$ cat src/rtl/noc_out_port_arbiter_if.sv
// Handshake bundle between the rx FIFO heads, one output-port arbiter and its tx link PHY.
interface noc_out_port_arbiter_if #(
   parameter int NUM_REQ   = 4,
   parameter int REQ_IDX_W = $clog2(NUM_REQ)
);
   logic [NUM_REQ-1:0]   req_i;
   logic [NUM_REQ-1:0]   last_i;
   logic                 stall_i;
   logic [NUM_REQ-1:0]   grant_o;
   logic [REQ_IDX_W-1:0] sel_o;
   logic [NUM_REQ-1:0]   rdreq_o;
   logic                 wrreq_o;
   logic                 busy_o;
   logic                 wdog_err_o;

   modport master (
      output req_i, last_i, stall_i,
      input  grant_o, sel_o, rdreq_o, wrreq_o, busy_o, wdog_err_o
   );

   modport slave (
      input  req_i, last_i, stall_i,
      output grant_o, sel_o, rdreq_o, wrreq_o, busy_o, wdog_err_o
   );
endinterface

$ cat src/rtl/noc_out_port_arbiter.sv
// Round-robin wormhole arbiter for one NoC tx port; grant is held from head to tail flit.
// Optional stuck-packet watchdog enabled by defining ARB_WATCHDOG_EN.
module noc_out_port_arbiter #(
   parameter int NUM_REQ     = 4,
   parameter int REQ_IDX_W   = $clog2(NUM_REQ),
   parameter int WDOG_CYCLES = 1024
) (
   input  logic                 clk_i,
   input  logic                 reset_i,
   noc_out_port_arbiter_if.slave bus
);
   typedef enum logic {IDLE, LOCKED} state_e;

   state_e               state_q, state_d;
   logic [NUM_REQ-1:0]   grant_q, grant_d;
   logic [REQ_IDX_W-1:0] sel_q, sel_d;
   logic [REQ_IDX_W-1:0] ptr_q, ptr_d;
   logic [REQ_IDX_W-1:0] pick, sel_inc;
   logic                 found;
   logic                 xfer;
   logic                 wdog_hit;

   if (NUM_REQ < 2 || WDOG_CYCLES < 2) begin : g_bad_params
      $error("noc_out_port_arbiter: NUM_REQ and WDOG_CYCLES must be at least 2");
   end

   // First requester at or above ptr, wrapping past NUM_REQ-1.
   always_comb begin
      int idx;
      found = 1'b0;
      pick  = '0;
      idx   = 0;
      for (int i = 0; i < NUM_REQ; i++) begin
         idx = int'(ptr_q) + i;
         if (idx >= NUM_REQ) idx = idx - NUM_REQ;
         if (!found && bus.req_i[idx]) begin
            found = 1'b1;
            pick  = REQ_IDX_W'(idx);
         end
      end
   end

   assign sel_inc = (int'(sel_q) == NUM_REQ - 1) ? '0 : sel_q + 1'b1;
   assign xfer    = (state_q == LOCKED) && bus.req_i[sel_q] && !bus.stall_i && !reset_i;

   assign bus.grant_o = grant_q;
   assign bus.sel_o   = sel_q;
   assign bus.rdreq_o = grant_q & {NUM_REQ{xfer}};
   assign bus.wrreq_o = xfer;
   assign bus.busy_o  = (state_q == LOCKED);

   always_comb begin
      state_d = state_q;
      grant_d = grant_q;
      sel_d   = sel_q;
      ptr_d   = ptr_q;
      case (state_q)
         IDLE: begin
            if (found) begin
               state_d       = LOCKED;
               grant_d       = '0;
               grant_d[pick] = 1'b1;
               sel_d         = pick;
            end
         end
         LOCKED: begin
            if ((xfer && bus.last_i[sel_q]) || wdog_hit) begin
               state_d = IDLE;
               grant_d = '0;
               ptr_d   = sel_inc;
            end
         end
         default: state_d = IDLE;
      endcase
   end

   always_ff @(posedge clk_i) begin
      if (reset_i) begin
         state_q <= IDLE;
         grant_q <= '0;
         sel_q   <= '0;
         ptr_q   <= '0;
      end else begin
         state_q <= state_d;
         grant_q <= grant_d;
         sel_q   <= sel_d;
         ptr_q   <= ptr_d;
      end
   end

`ifdef ARB_WATCHDOG_EN
   localparam int WDOG_W = $clog2(WDOG_CYCLES);

   logic [WDOG_W-1:0] wdog_q, wdog_d;

   // Counts consecutive locked cycles without a transfer; a same-cycle transfer wins.
   assign wdog_hit = (state_q == LOCKED) && !xfer && !reset_i &&
                     (wdog_q == WDOG_W'(WDOG_CYCLES - 1));

   always_comb begin
      wdog_d = wdog_q + 1'b1;
      if (state_q != LOCKED || xfer || wdog_hit) wdog_d = '0;
   end

   always_ff @(posedge clk_i) begin
      if (reset_i) wdog_q <= '0;
      else         wdog_q <= wdog_d;
   end

   assign bus.wdog_err_o = wdog_hit;
`else
   assign wdog_hit       = 1'b0;
   assign bus.wdog_err_o = 1'b0;
`endif

endmodule

$ cat src/flat_wrapper.sv
// flat-port wrapper written by rule: the top's interface ports become plain ports
module noc_out_port_arbiter_flat 
#(
   parameter int NUM_REQ     = 4,
   parameter int REQ_IDX_W   = $clog2(NUM_REQ),
   parameter int WDOG_CYCLES = 1024
)
  (clk_i, reset_i, bus_req_i, bus_last_i, bus_stall_i, bus_grant_o, bus_sel_o, bus_rdreq_o, bus_wrreq_o, bus_busy_o, bus_wdog_err_o);
  noc_out_port_arbiter_if #(.NUM_REQ(NUM_REQ), .REQ_IDX_W(REQ_IDX_W)) bus_i ();
  input  logic clk_i;
  input  logic reset_i;
  input wire logic [$bits(bus_i.req_i)-1:0] bus_req_i;
  input wire logic [$bits(bus_i.last_i)-1:0] bus_last_i;
  input wire logic [$bits(bus_i.stall_i)-1:0] bus_stall_i;
  output wire logic [$bits(bus_i.grant_o)-1:0] bus_grant_o;
  output wire logic [$bits(bus_i.sel_o)-1:0] bus_sel_o;
  output wire logic [$bits(bus_i.rdreq_o)-1:0] bus_rdreq_o;
  output wire logic [$bits(bus_i.wrreq_o)-1:0] bus_wrreq_o;
  output wire logic [$bits(bus_i.busy_o)-1:0] bus_busy_o;
  output wire logic [$bits(bus_i.wdog_err_o)-1:0] bus_wdog_err_o;
  assign bus_i.req_i = bus_req_i;
  assign bus_i.last_i = bus_last_i;
  assign bus_i.stall_i = bus_stall_i;
  assign bus_grant_o = bus_i.grant_o;
  assign bus_sel_o = bus_i.sel_o;
  assign bus_rdreq_o = bus_i.rdreq_o;
  assign bus_wrreq_o = bus_i.wrreq_o;
  assign bus_busy_o = bus_i.busy_o;
  assign bus_wdog_err_o = bus_i.wdog_err_o;
  noc_out_port_arbiter #(.NUM_REQ(NUM_REQ), .REQ_IDX_W(REQ_IDX_W), .WDOG_CYCLES(WDOG_CYCLES)) u_core (.clk_i(clk_i), .reset_i(reset_i), .bus(bus_i));
endmodule
$ cat config.mk
export PLATFORM = sky130hd
export DESIGN_NAME = noc_out_port_arbiter_flat
export DESIGN_NICKNAME = d
export VERILOG_FILES = /design/src/rtl/noc_out_port_arbiter_if.sv /design/src/rtl/noc_out_port_arbiter.sv /design/src/flat_wrapper.sv
export SDC_FILE = /design/constraint.sdc
export NUM_CORES = 1
export LEC_CHECK = 0
export ABC_AREA = 1
export BUFFER_PORTS_ARGS = -buffer_cell sky130_fd_sc_hd__buf_4
export CAP_MARGIN = 10
export CORE_MARGIN = 2
export CORE_UTILIZATION = 40
export CTS_CLUSTER_DIAMETER = 100
export DETAILED_ROUTE_END_ITERATION = 8
export GPL_TIMING_DRIVEN = 0
export SYNTH_ARGS = -nofsm -noshare
export SYNTH_HDL_FRONTEND = slang
export SYNTH_SLANG_ARGS = --single-unit
export TNS_END_PERCENT = 1
$ cat constraint.sdc
create_clock -name clk_i -period 1.78 [get_ports clk_i]
set_input_delay 0.534 -clock clk_i [delete_from_list [all_inputs] [get_ports clk_i]]
set_output_delay 0.534 -clock clk_i [all_outputs]
set_load 0.03 [all_outputs]
==> results.py <==
metrics = {
    "outcome": {
        "status": "finished with violations",
        "violations": "negative setup slack",
    },
    "setup_path": {
        "cp_num_buf_inv": 3,
        "start_kind": "input port",
        "critical_path_class": "input port to output port",
        "path_delay_family": "simple AND/OR/NAND/NOR gates",
        "cp_cell_sequence": "buf_8 > nor3_4 > nand2_2 > a31oi_4 > inv_4 > nor2_4 > buf_6",
        "r2r_start": "u_core.ptr_q[0]",
        "path_max_fanout": 4,
        "cp-end-kind": "output port",
        "slowest_stage": "nor3_4",
        "critPathRequiredTime_ns": 1.25,
        "worstSetupStartpoint": "reset_i",
        "max_stage_delay_ns": 0.21,
        "arrival_ns": 1.45,
    },
    "synth": {
        "yosys_warnings": 0,
        "ys_types": 24,
        "synth_edf_count": 0,
        "synth_ff_type": "dfxtp_1",
        "netlist_instances": 137,
        "synth_adder_area_share_pct": 1.51,
        "synth-simple-area-share_pct": 52.6,
        "syn-num-nets": 149,
        "synth_area_sq_um": 828,
        "ys_ff_latch": 9,
        "synthMuxAreaShare_pct": 0,
        "yosys.area_share.xor_xnor_pct": 0,
        "async_reset_ff_share_pct": 0,
        "synth-compound-area-share_pct": 11.2,
        "synth_top_family_by_area": "simple AND/OR/NAND/NOR gates",
        "synth.avg_cell_area_sq_um": 6.05,
        "ys_seq_area_share_pct": 21.8,
    },
    "placed_design": {
        "place_hpwl_microns": 1570,
        "place_ws_ns": -0.321,
        "dp.cells": 186,
        "gp_congestion": 0.730,
        "portBuffers": 22,
    },
    "clock_tree": {
        "clk_latency_ns": 0.26,
        "htree_levels": 1,
        "cts_tree": "done",
        "cts_made_buffers": 3,
        "clock-sinks": 9,
        "root_buffer": "clkbuf_4",
        "path_clk_slew_ns": 0.06,
        "clock_path_buffers": 2,
    },
    "cells_and_area": {
        "layout-drive-gt1-share_pct": 41.0,
        "final_core_util_pct": 60.0,
        "diodes": 0,
        "final_common_cell": "nand2_1",
        "nets": 179,
        "area_growth_pct": 42.1,
        "layout_common_cells": "nand2_1, buf_4, nand2_2",
        "stdcell_count": 193,
        "nFillCells": 210,
    },
    "sta": {
        "fin_crit_ns": 1.98,
        "report.final.hold_viol_count": 0,
        "report.final.setup_viol": 5,
        "whs_ns": 0.497,
        "fmax_ghz": 0.505,
        "fin_crit_sh_pct": 111,
        "post-route-worst-setup-slack_ns": -0.200,
        "rsz0062_at_grt": "yes",
        "final_max_slew_viol_count": 0,
        "fin_skew_ns": 0.00391,
    },
    "drt": {
        "drtAntennaViolNets": 0,
        "drc": 0,
        "vias_per_cell": 4.64,
        "route.final.wire_length_microns": 2060,
        "wire_per_inst_microns": 10.7,
        "dr.pass1.iters": 4,
        "vias": 896,
        "drt_iter0_markers": 17,
    },
    "pwr": {
        "p_leak_nw": 0.572,
        "ir_drop_v": 0.000309,
        "total_power_uw": 747,
        "power_density_nw_per_um2": 634,
    },
    "floorplanning": {
        "dieWidth_microns": 49.5,
        "start_util_pct": 42.2,
        "coreArea_sq_um": 1960,
        "dieArea_sq_um": 2450,
        "row_count": 16,
        "die_h_microns": 49.5,
        "io_pins": 24,
    },
    "global_routing": {
        "grt_max_degree": 11,
        "grt_pass1_wl_microns": 3690,
        "grt_antenna_before_repair": 0,
        "grt_pass1_vias": 841,
        "grtUsageTotal_pct": 19.1,
        "overflow": 0,
    },
    "run": {
        "maxCapViolations": 0,
    },
    "hold_path": {
        "holdCritStartpoint": "u_core.bus.grant_o[2]",
        "hold_path.class": "flop to flop",
    },
}
==> sequential cells by signal, indices dropped and copies added (netlist names) <==
register	cells
u_core.bus.grant_o	4
u_core.bus.sel_o	2
u_core.ptr_q	2
u_core.bus.busy_o	1
==> repair_timing <==
action                     in CTS  in global routing
hold buffers                    0                  0
pin swaps                       4                  0
hold endpoints to repair        0                  0
gates resized for setup        11                  4
setup endpoints to repair       5                  5
buffers inserted                2                  1
gates cloned                    0                  0
==> cells by family (layout without fill, tap and decap cells) <==
logic type / after synthesis / after routing
buf+inv: 22 / 51
other cells: 1 / 1
fa+ha+maj: 1 / 1
flops: 9 / 9
simple gates: 89 / 89
compound gates: 15 / 15
==> layer usage <==
metal	vias to the layer above	wire length [microns]	global-route usage [%]	part of all wire (%)
li1	494	-	-	-
met1	381	951	23.7	46
met2	19	1010	33.6	49
met3	2	74	2.42	3.6
met4	0	19	6.94	0.92
met5	-	0	0	0
==> synthesized netlist by cell type, types with 2 or more instances <==
cell	count	area [sq um]
nand3_1	11	55.1
nand2_1	39	146
nand2_2	15	93.8
dfxtp_1	9	180
o21ai_0	3	15.0
nand2_4	3	33.8
nand4_1	4	25.0
a21oi_1	8	40.0
buf_6	2	22.5
inv_1	17	63.8
nor2_1	13	48.8
==> final cells by class <==
class	instances	area [sq um]	area share (%)
tap	27	33.8	2.87
timing repair buffer	25	214	18.2
clock buffer	4	26.3	2.23
sequential	9	189	16.0
inverter	19	81.3	6.91
multi-input combinational	106	603	51.2
buffer	3	30.0	2.55
==> metrics by stage <==
step | TNS, ns | cell area, sq um
3_3_place_gp | -1.32 | 1080
6_report | -0.928 | 1180
4_1_cts | -0.929 | 1160
5_1_grt | -1.19 | 1180
2_1_floorplan | -0.698 | 885
3_5_place_dp | -1.39 | 1080
==> final timing paths <==
path	slack, ns	end	cells after the start
min	0.50	u_core.bus.grant_o[2]	2
max reg2reg	0.20	u_core.bus.grant_o[0]	14
max	-0.20	bus_rdreq_o[1]	7
min reg2reg	0.50	u_core.bus.grant_o[2]	2
==> worst register-to-register path: stages (launching register included) <==
cell and delay (ns):
dfxtp_1 0.33, buf_6 0.14, inv_4 0.04, buf_6 0.14
nand2_1 0.06, nand2_1 0.07, nand2_1 0.08, nand2_2 0.08
nand2_2 0.07, nand2_2 0.06, nand2_2 0.07, nand2_2 0.06
nor2_2 0.12, nand2_1 0.08, a21oi_1 0.11
==> power by group <==
group / switching [mW] / total (mW) / internal (mW)
Sequential: 0.0229 / 0.245 / 0.222
Clock: 0.0720 / 0.158 / 0.0864
Combinational: 0.216 / 0.343 / 0.127
Total: 0.311 / 0.747 / 0.436
Power figures use the tool's default switching activity.
